## src/rtl/rv32imf_instr_aligner.sv

```systemverilog
// Realigns prefetch words into whole RV32 instructions (16/32-bit) and tracks their PC.
// A 16-bit residue holds the upper halfword of a fetch word across word boundaries.
module rv32imf_instr_aligner #(
    parameter logic [31:0] BOOT_ADDR = 32'h0000_0080
) (
    input  logic        clk,
    input  logic        rst_n,
    input  logic        fetch_valid_i,
    input  logic [31:0] fetch_rdata_i,
    output logic        fetch_ready_o,
    output logic        instr_valid_o,
    input  logic        instr_ready_i,
    output logic [31:0] instr_aligned_o,
    output logic [31:0] pc_o,
    input  logic        branch_i,
    input  logic [31:0] branch_addr_i
);

    typedef enum logic [1:0] {
        ALIGNED,
        MISALIGNED32,
        MISALIGNED16,
        BRANCH_MISALIGNED
    } state_e;

    localparam logic [31:0] RESET_PC    = BOOT_ADDR & ~32'd1;
    localparam state_e      RESET_STATE = BOOT_ADDR[1] ? BRANCH_MISALIGNED : ALIGNED;

    state_e      state_q, state_d;
    logic [15:0] residue_q, residue_d;
    logic [31:0] pc_q, pc_d;

    logic        valid;
    logic        ready;
    logic [31:0] instr;
    state_e      upper_next;

    always_ff @(posedge clk or negedge rst_n) begin
        if (!rst_n) begin
            state_q   <= RESET_STATE;
            residue_q <= '0;
            pc_q      <= RESET_PC;
        end else begin
            state_q   <= state_d;
            residue_q <= residue_d;
            pc_q      <= pc_d;
        end
    end

    always_comb begin
        state_d    = state_q;
        residue_d  = residue_q;
        pc_d       = pc_q;
        valid      = 1'b0;
        ready      = 1'b0;
        instr      = '0;
        upper_next = (fetch_rdata_i[17:16] != 2'b11) ? MISALIGNED16 : MISALIGNED32;

        case (state_q)
            ALIGNED: begin
                valid = fetch_valid_i;
                if (fetch_rdata_i[1:0] == 2'b11) begin
                    instr = fetch_rdata_i;
                    if (valid && instr_ready_i) begin
                        ready = 1'b1;
                        pc_d  = pc_q + 32'd4;
                    end
                end else begin
                    instr = {16'h0000, fetch_rdata_i[15:0]};
                    if (valid && instr_ready_i) begin
                        ready     = 1'b1;
                        pc_d      = pc_q + 32'd2;
                        residue_d = fetch_rdata_i[31:16];
                        state_d   = upper_next;
                    end
                end
            end
            MISALIGNED16: begin
                valid = 1'b1;
                instr = {16'h0000, residue_q};
                if (instr_ready_i) begin
                    pc_d    = pc_q + 32'd2;
                    state_d = ALIGNED;
                end
            end
            MISALIGNED32: begin
                valid = fetch_valid_i;
                instr = {fetch_rdata_i[15:0], residue_q};
                if (valid && instr_ready_i) begin
                    ready     = 1'b1;
                    pc_d      = pc_q + 32'd4;
                    residue_d = fetch_rdata_i[31:16];
                    state_d   = upper_next;
                end
            end
            BRANCH_MISALIGNED: begin
                if (fetch_rdata_i[17:16] != 2'b11) begin
                    valid = fetch_valid_i;
                    instr = {16'h0000, fetch_rdata_i[31:16]};
                    if (valid && instr_ready_i) begin
                        ready   = 1'b1;
                        pc_d    = pc_q + 32'd2;
                        state_d = ALIGNED;
                    end
                end else begin
                    // 32-bit target: stash its low half, emit nothing this cycle
                    ready = fetch_valid_i;
                    if (fetch_valid_i) begin
                        residue_d = fetch_rdata_i[31:16];
                        state_d   = MISALIGNED32;
                    end
                end
            end
            default: begin
                state_d = ALIGNED;
            end
        endcase

        if (branch_i) begin
            valid     = 1'b0;
            ready     = 1'b0;
            pc_d      = branch_addr_i & ~32'd1;
            residue_d = '0;
            state_d   = branch_addr_i[1] ? BRANCH_MISALIGNED : ALIGNED;
        end
    end

    assign instr_valid_o   = valid & rst_n;
    assign fetch_ready_o   = ready & rst_n;
    assign instr_aligned_o = rst_n ? instr : '0;
    assign pc_o            = pc_q;

endmodule

```

## config.mk

```make
export PLATFORM = sky130hd
export DESIGN_NAME = rv32imf_instr_aligner
export DESIGN_NICKNAME = d
export VERILOG_FILES = /design/src/rtl/rv32imf_instr_aligner.sv
export SDC_FILE = /design/constraint.sdc
export NUM_CORES = 1
export LEC_CHECK = 0
export ABC_AREA = 1
export BUFFER_PORTS_ARGS = -buffer_cell sky130_fd_sc_hd__buf_2
export CAP_MARGIN = 30
export CORE_MARGIN = 5
export CORE_UTILIZATION = 60
export CTS_CLUSTER_SIZE = 10
export DETAILED_ROUTE_END_ITERATION = 8
export PLACE_DENSITY = 0.9
export SLEW_MARGIN = 15
export SYNTH_ARGS = -nofsm -noshare
export SYNTH_HDL_FRONTEND = slang
export SYNTH_SLANG_ARGS = --single-unit
```

## constraint.sdc

```tcl
create_clock -name clk -period 5.3 [get_ports clk]
set_input_delay 1.06 -clock clk [delete_from_list [all_inputs] [get_ports clk]]
set_output_delay 1.06 -clock clk [all_outputs]
set_load 0.02 [all_outputs]
```

==> impl_metrics.ini, run 1 <==
[critical_path]
cp_top_family = simple AND/OR/NAND/NOR gates
cp_slowest_stage_delay_ns = 0.69
setup.worst_path.class = register to output pin
crit_arrival_ns = 2.80
r2r_cells = 10
crit_slowest_cell = inv_2
path_buf_inv = 2
crit_path_cell_trace = nor2_4 > nand3_1 > inv_2 > a22oi_1 > nor2_1 > buf_2
cp_max_fo = 37
cp-end-kind = output pin
path_depth = 6
required_ns = 4.24
worst_setup_path_start_kind = register

[power_and_ir_drop]
leakage_nw = 3.06
ir_drop_v = 0.000262
p_int_mw = 1.22
report.power.total_mw = 2.85
comb_power_share_pct = 62.9
p_per_area_nw_per_um2 = 459
seqPwrFrac_pct = 26.9
clockPowerShare_pct = 10.2
switchingPower_mw = 1.63
netSwitchingFraction_pct = 57.2

[layout]
drive_gt1_share_pct = 18.7
syn_to_final_growth_pct = 13.8
fillers = 829
final_nets = 1130
diodes = 0
final_common_cell = nand2_1
fin_util_pct = 70.5
final_cell_mix = nand2_1, nor2_1, buf_2

[synthesis]
yosys-mux-area-fraction_pct = 0
syn_inst = 961
synth_compound_area_share_pct = 18.8
syn_area_um2 = 5460
syn_area_per_cell_um2 = 5.68
synth_adder_area_share_pct = 0.459
syn_nets = 1032
synth_warnings = 0
synthArstFlopShare_pct = 100
synth.distinct_cells = 38
ys_seq_area_share_pct = 22.5
yosys.area_share.simple_pct = 45.7
synth_seq_cells = 49
synth_enable_flop_cells = 0
synth_top_family_by_area = simple AND/OR/NAND/NOR gates
synth-main-ff-cell = dfrtp_1
synth_xor_area_share_pct = 3.37

[global_routing]
antenna_found_initial = 0
grtUsageMet1_pct = 38.3
grt_overflow = 0
grt_busiest_layer = met2
met2_usage_pct = 51.4
grt_pass1_vias = 6114
grt_pass1_wl_um = 28500
met3_usage_pct = 6.36
grt.total_usage_pct = 30.4
grt_max_degree = 57

[job]
maxCapViolCount = 0

[placed_design]
dp_hpwl_um = 12700
numPortBuffers = 132
pre_cts_slack_ns = 1.56
gp_congestion = 1.01

[sta]
setup_slack_ns = 1.44
finalSetupViolCount = 0
whs_ns = 0.519
max_slew.worst_pin.slew_ns = 1.02
slew_viol_final = 0
rsz0062_at_grt = no
min_period_ns = 3.86
slew_headroom_pct = 32.0
tns_ns = 0
finalHoldViolations = 0
max_freq_mhz = 259
skew_ns = 0.00999
fin_crit_sh_pct = 72.8

[clock_tree]
postCtsSetupRepairBufs = 0
cts_resized = 0
clk-insertion-delay-late_ns = 0.32
numClockSinks = 49
cts_made_buffers = 5
cts_tree = built
clockRootBuffer = clkbuf_8
max-clock-path-buffers = 2
cts_htree_levels = 2
clkTransAtPathRegs_ns = 0.11
cts_hold_buffers = 0

[outcome]
status = finished, final reports clean

[floorplanning]
die-area_um2 = 11100
coreArea_um2 = 8810
die_h_um = 105
initial_utilization_pct = 62.0
io_pins = 135
rows = 34
die_w_um = 105

[drt]
via_per_inst = 5.79
wirelength_um = 17500
wl_per_cell_um = 15.0
ant_nets = 0
drcViolationCount = 0
vias = 6763
drt_pass1_iterations = 6
drtIter0Drc = 520

[worst_hold_path]
hold_depth = 2
hold_path.class = register to register
-- worst register-to-register path, cell delays in order (launching register included) --
cell      delay (ns)
dfrtp_1         0.51
nand2_2         0.30
clkinv_1        0.43
nor2_2          0.92
inv_2           0.16
o21ai_0         0.13
a21oi_1         0.07
nor2_1          0.14
nand2_1         0.11
nand2_1         0.08
nand2_1         0.04
-- power by group through the flow --
| stage | Sequential (mW) | Clock [mW] | Combinational (mW) |
|---|---|---|---|
| floorplan | 0.796 | 0 | 1.24 |
| global placement | 0.757 | 0 | 1.74 |
| detailed placement | 0.761 | 0 | 1.77 |
| CTS | 0.754 | 0.291 | 1.78 |
| global route | 0.788 | 0.301 | 2.01 |
| finish | 0.766 | 0.291 | 1.79 |
-- cells in the mapped netlist, types with 10 or more instances --
| library cell | count | area, µm² |
|---|---|---|
| nand2_1 | 294 | 1100 |
| nor2_1 | 146 | 548 |
| nand3_1 | 87 | 435 |
| o21ai_0 | 87 | 435 |
| inv_1 | 64 | 240 |
| dfrtp_1 | 48 | 1200 |
| a21oi_1 | 45 | 225 |
| clkbuf_1 | 23 | 86.3 |
| xor2_1 | 17 | 149 |
| a22oi_1 | 16 | 120 |
| buf_2 | 16 | 80.1 |
| nor2_2 | 16 | 100 |
| o21ai_1 | 15 | 75.1 |
| nand2_2 | 12 | 75.1 |
| nand4_1 | 11 | 68.8 |
| nor2_4 | 10 | 113 |
-- registers in the layout, indices dropped and copies added, names as in the netlist --
signal and cells:
pc_o 31, residue_q 16, state_q 2
-- metal layers --
metal | part of all wire [%] | wire (µm) | vias to the layer above
met5 | 0 | 0 | -
met4 | 3.0 | 528 | 0
met3 | 10 | 1760 | 51
met2 | 47 | 8170 | 347
met1 | 40 | 7010 | 3035
li1 | - | - | 3330
-- stage by stage --
stage,cell area (µm²),cells
after global placement,6090,1160
after CTS,6210,1168
final,6210,1168
after global routing,6210,1168
after floorplan,5460,961
after detailed placement,6090,1160
-- logic make-up after synthesis --
logic type / Yosys count
other cells: 1
simple gates: 582
buf+inv: 120
xor+xnor: 21
fa+ha+maj: 2
compound gates: 186
flops: 49
-- cell type report --
type                       count  area, µm²  share of cell area, %
clock buffer                   5       68.8                   1.11
inverter                      72        270                   4.35
sequential                    49       1230                   19.8
multi-input combinational    792       3750                   60.4
timing repair buffer         139        713                   11.5
tap                          108        135                   2.18
clock inverter                 3       46.3                  0.746
-- final timing paths --
check / slack, ns / end / start
setup / recovery: 1.44 / instr_aligned_o[22] / state_q[1]$_DFFE_PN0P_
hold / removal: 0.52 / residue_q[9]$_DFFE_PN0P_ / residue_q[9]$_DFFE_PN0P_
setup reg to reg: 2.32 / pc_o[21]$_DFFE_PN0P_ / state_q[1]$_DFFE_PN0P_
hold reg to reg: 0.52 / residue_q[9]$_DFFE_PN0P_ / residue_q[9]$_DFFE_PN0P_
max in group asynchronous: 4.13 / pc_o[7]$_DFFE_PN1P_ / rst_n
min in group asynchronous: 0.82 / residue_q[14]$_DFFE_PN0P_ / rst_n
(Power assumes the default switching activity.)
==> run 2, diff against run 1 <==
--- a/config.mk
+++ b/config.mk
@@ -9,10 +9,10 @@
 export BUFFER_PORTS_ARGS = -buffer_cell sky130_fd_sc_hd__buf_2
 export CAP_MARGIN = 30
 export CORE_MARGIN = 5
-export CORE_UTILIZATION = 60
+export CORE_UTILIZATION = 50
 export CTS_CLUSTER_SIZE = 10
 export DETAILED_ROUTE_END_ITERATION = 8
-export PLACE_DENSITY = 0.9
+export PLACE_DENSITY = 0.81
 export SLEW_MARGIN = 15
 export SYNTH_ARGS = -nofsm -noshare
 export SYNTH_HDL_FRONTEND = slang
==> constraint.sdc (replaced) <==
create_clock -name clk -period 3.2 [get_ports clk]
set_input_delay 0.64 -clock clk [delete_from_list [all_inputs] [get_ports clk]]
set_output_delay 0.64 -clock clk [all_outputs]
set_load 0.02 [all_outputs]
==> impl_metrics.ini, run 2 (synthesized netlist as in run 1, its figures left out) <==
[drt]
wl_per_cell_um = 14.8
ant_nets = 0
via_per_inst = 5.59
wirelength_um = 17800
drcViolationCount = 0
drt_pass1_iterations = 5
vias = 6757
drtIter0Drc = 668

[placed_design]
pre_cts_slack_ns = 0.625
gp_congestion = 0.966
dp_hpwl_um = 13200
numPortBuffers = 132
dpl_cell_area_um2 = 6200

[floorplanning]
die_h_um = 114
coreArea_um2 = 10700
die-area_um2 = 13100
rows = 38
initial_utilization_pct = 50.8
die_w_um = 114
io_pins = 135

[global_routing]
grt_pass1_wl_um = 29300
grt_overflow = 0
grt.total_usage_pct = 27.0
grt_pass1_vias = 6253
grt_max_degree = 47
antenna_found_initial = 0

[critical_path]
crit_slowest_cell = dfrtp_1
required_ns = 2.56
worst_setup_path_start_kind = register
setup.worst_path.class = register to output pin
crit_arrival_ns = 2.21
path_buf_inv = 2
cp_slowest_stage_delay_ns = 0.50
cp-end-kind = output pin
cp_top_family = buffers and inverters
crit_top_cell = o21ai_0
crit_path_cell_trace = nand2_2 > clkinv_1 > o21ai_0 > o21ai_0 > a21oi_1 > buf_2
cp_max_fo = 18
r2r_cells = 7
path_depth = 6

[layout]
diodes = 0
final_common_cell = nand2_1
syn_to_final_growth_pct = 15.4
drive_gt1_share_pct = 19.3
final_area_um2 = 6300
fin_util_pct = 58.6
largest_reg_flops = 31
final_nets = 1139
final_cell_mix = nand2_1, nor2_1, buf_2

[sta]
max_slew.worst_pin.slew_ns = 0.722
fin_crit_sh_pct = 88.9
slew_viol_final = 0
slew_headroom_pct = 51.8
min_period_ns = 2.85
setup_slack_ns = 0.354
finalSetupViolCount = 0
skew_ns = 0.0144
finalHoldViolations = 0
rsz0062_at_grt = no
max_freq_mhz = 351
tns_ns = 0

[clock_tree]
cts_made_buffers = 5
max-clock-path-buffers = 2
cts_tree = built
postCtsSetupRepairBufs = 0
clockRootBuffer = clkbuf_8
cts_htree_levels = 2
cts_resized = 0
clkTransAtPathRegs_ns = 0.12
numClockSinks = 49
cts_hold_buffers = 0
clk-insertion-delay-late_ns = 0.33

[power_and_ir_drop]
leakage_nw = 3.10
ir_drop_v = 0.000310
report.power.total_mw = 4.72
p_per_area_nw_per_um2 = 749

[outcome]
status = finished, final reports clean

[job]
maxCapViolCount = 0

[worst_hold_path]
hold_path.class = input port to asynchronous set/reset pin
## run 2: final cells by class
type / instances / area, µm²
Multi-Input combinational cell: 792 / 3750
Timing Repair Buffer: 148 / 781
Fill cell: 1138 / 4450
Tap cell: 140 / 175
Clock buffer: 5 / 68.8
Clock inverter: 3 / 28.8
Inverter: 72 / 270
Sequential cell: 49 / 1230
## run 2: metrics by stage
step | hold WS [ns] | cells
2_1_floorplan | 0.344 | 961
3_3_place_gp | 0.486 | 1201
3_5_place_dp | 0.496 | 1201
4_1_cts | 0.153 | 1209
5_1_grt | 0.152 | 1209
6_report | 0.158 | 1209
## run 2: metal layers
layer  global-route usage (%)  share of wire (%)  up-vias
met1                     34.8                 41     3026
met5                        0                  0        -
met4                     11.0                3.5        0
li1                         -                  -     3344
met3                     4.86                9.3       60
met2                     44.7                 46      327
## run 2: worst register-to-register path, stage by stage (launching register included)
cell and delay, ns:
dfrtp_1 0.50, nand2_2 0.29, clkinv_1 0.43, o21ai_0 0.24, nand3_2 0.32, nand2_1 0.53
nor2_1 0.08, nor2_1 0.13
## run 2: where the power goes
part	internal (mW)	total, mW	switching [mW]
Sequential	0.842	1.28	0.434
Clock	0.166	0.438	0.271
Combinational	0.970	3.00	2.03
## run 2: final timing paths
| check | startpoint | to | slack [ns] |
|---|---|---|---|
| max in group asynchronous | rst_n | pc_o[7]$_DFFE_PN1P_ | 1.98 |
| hold / removal | rst_n | residue_q[11]$_DFFE_PN0P_ | 0.16 |
| hold reg to reg | residue_q[6]$_DFFE_PN0P_ | residue_q[6]$_DFFE_PN0P_ | 0.52 |
| setup / recovery | state_q[1]$_DFFE_PN0P_ | instr_aligned_o[1] | 0.35 |
| min in group clk | residue_q[6]$_DFFE_PN0P_ | residue_q[6]$_DFFE_PN0P_ | 0.52 |
| setup reg to reg | state_q[1]$_DFFE_PN0P_ | residue_q[2]$_DFFE_PN0P_ | 0.59 |
==> run 3, diff against run 2 <==
--- a/config.mk
+++ b/config.mk
@@ -9,10 +9,10 @@
 export BUFFER_PORTS_ARGS = -buffer_cell sky130_fd_sc_hd__buf_2
 export CAP_MARGIN = 30
 export CORE_MARGIN = 5
-export CORE_UTILIZATION = 50
+export CORE_UTILIZATION = 55
 export CTS_CLUSTER_SIZE = 10
 export DETAILED_ROUTE_END_ITERATION = 8
-export PLACE_DENSITY = 0.81
+export PLACE_DENSITY = 0.84
 export SLEW_MARGIN = 15
 export SYNTH_ARGS = -nofsm -noshare
 export SYNTH_HDL_FRONTEND = slang
==> constraint.sdc (replaced) <==
create_clock -name clk -period 2.75 [get_ports clk]
set_input_delay 0.55 -clock clk [delete_from_list [all_inputs] [get_ports clk]]
set_output_delay 0.55 -clock clk [all_outputs]
set_load 0.02 [all_outputs]
==> impl_metrics.ini, run 3 (synthesized netlist as in run 1, its figures left out) <==
[layout]
fillers = 977
final-seq-area_um2 = 1230
largest_reg_flops = 31
multi_input_area_um2 = 3750
final_common_cell = nand2_1
drive_gt1_share_pct = 19.7
final_cell_mix = nand2_1, nor2_1, buf_2
diodes = 0
syn_to_final_growth_pct = 16.7
final_nets = 1145

[critical_path]
cp-end-kind = output pin
setup.worst_path.class = register to output pin
regToRegStartpoint = pc_o[2]$_DFFE_PN0P_
worst-r2r-setup-slack_ns = 0.59
cp_max_fo = 18
crit_arrival_ns = 2.02
r2r-end = pc_o[23]$_DFFE_PN0P_
worst_setup_path_start_kind = register
r2r_cells = 12
required_ns = 2.20

[clock_tree]
clk-insertion-delay-late_ns = 0.31
cts_tree = built
cts_htree_levels = 2
clkTransAtPathRegs_ns = 0.10
cts_resized = 0
cts_hold_buffers = 0
clockRootBuffer = clkbuf_8
max-clock-path-buffers = 2
cts_made_buffers = 5
numClockSinks = 49
postCtsSetupRepairBufs = 0

[global_routing]
met2_usage_pct = 50.1
grt_overflow = 0
grt_busiest_layer = met2
antenna_found_initial = 0
grt_max_degree = 75
grt_pass1_wl_um = 29200
grt.total_usage_pct = 30.0
grt_pass1_vias = 6334
grtUsageMet1_pct = 37.6
met3_usage_pct = 6.40

[drt]
vias = 6754
drtIter0Drc = 552
wl_per_cell_um = 14.5
via_per_inst = 5.59
wirelength_um = 17500
ant_nets = 0
drcViolationCount = 0
drt_pass1_iterations = 5

[sta]
max_freq_mhz = 390
finalHoldViolations = 0
min_period_ns = 2.57
setup_slack_ns = 0.184
tns_ns = 0
slew_headroom_pct = 58.1
skew_ns = 0.00667
slew_viol_final = 0
finalSetupViolCount = 0
rsz0062_at_grt = no
fin_crit_sh_pct = 93.3
max_slew.worst_pin.slew_ns = 0.628

[power_and_ir_drop]
p_per_area_nw_per_um2 = 877
leakage_nw = 3.14
report.power.total_mw = 5.59
ir_drop_v = 0.000424

[placed_design]
dp_hpwl_um = 13200
numPortBuffers = 132
pre_cts_slack_ns = 0.468
gp_congestion = 1.01

[floorplanning]
io_pins = 135
die_h_um = 110
rows = 36
coreArea_um2 = 9730
die-area_um2 = 12000
die_w_um = 110
initial_utilization_pct = 56.1

[outcome]
status = finished, final reports clean

[worst_hold_path]
hold_path.class = input port to asynchronous set/reset pin

[job]
maxCapViolCount = 0
==> run 3: how the worst max path moves through the flow <==
| stage | startpoint | endpoint | cells after the start |
|---|---|---|---|
| after floorplan | state_q[1]$_DFFE_PN0P_ | instr_aligned_o[20] | 8 |
| after global placement | fetch_rdata_i[16] | instr_valid_o | 10 |
| after detailed placement | fetch_rdata_i[16] | instr_valid_o | 10 |
| after CTS | state_q[0]$_DFFE_PN0P_ | instr_valid_o | 8 |
| after global routing | state_q[0]$_DFFE_PN0P_ | instr_valid_o | 8 |
| final | state_q[1]$_DFFE_PN0P_ | instr_valid_o | 8 |
==> run 3: routing by layer <==
metal / up-vias / wire length (µm)
met5: - / 0
met4: 0 / 616
met3: 47 / 1750
met2: 352 / 8100
met1: 2998 / 7020
li1: 3357 / -
==> run 3: worst max-delay path, stage by stage, from the launching register on <==
cell and delay (ns):
dfrtp_1 0.52, nand2_2 0.26, nor2_1 0.16, buf_4 0.21
nor2_1 0.08, o21ai_0 0.16, nand3_1 0.09, inv_1 0.07
buf_2 0.16
==> run 3: power by group <==
part	leakage, nW	internal [mW]	switching (mW)
Clock	0.0574	0.297	0.273
Combinational	2.50	1.16	2.37
Sequential	0.585	0.980	0.502
==> run 3: layout make-up <==
cell class / count / area share, %
clock buffer: 6 / 1.30
clock inverter: 2 / 0.589
inverter: 72 / 4.24
multi-input combinational: 792 / 58.8
sequential: 49 / 19.3
tap: 133 / 2.61
timing repair buffer: 154 / 13.2
==> run 3: stage by stage <==
| stage | utilization [%] | area [µm²] | cells | hold WS (ns) |
|---|---|---|---|---|
| 2_1_floorplan | - | 5460 | 961 | 0.254 |
| 3_3_place_gp | 64.2 | 6250 | 1200 | 0.427 |
| 3_5_place_dp | 64.2 | 6250 | 1200 | 0.429 |
| 4_1_cts | 65.5 | 6370 | 1208 | 0.0866 |
| 5_1_grt | 65.5 | 6370 | 1208 | 0.0998 |
| 6_report | 65.5 | 6370 | 1208 | 0.101 |
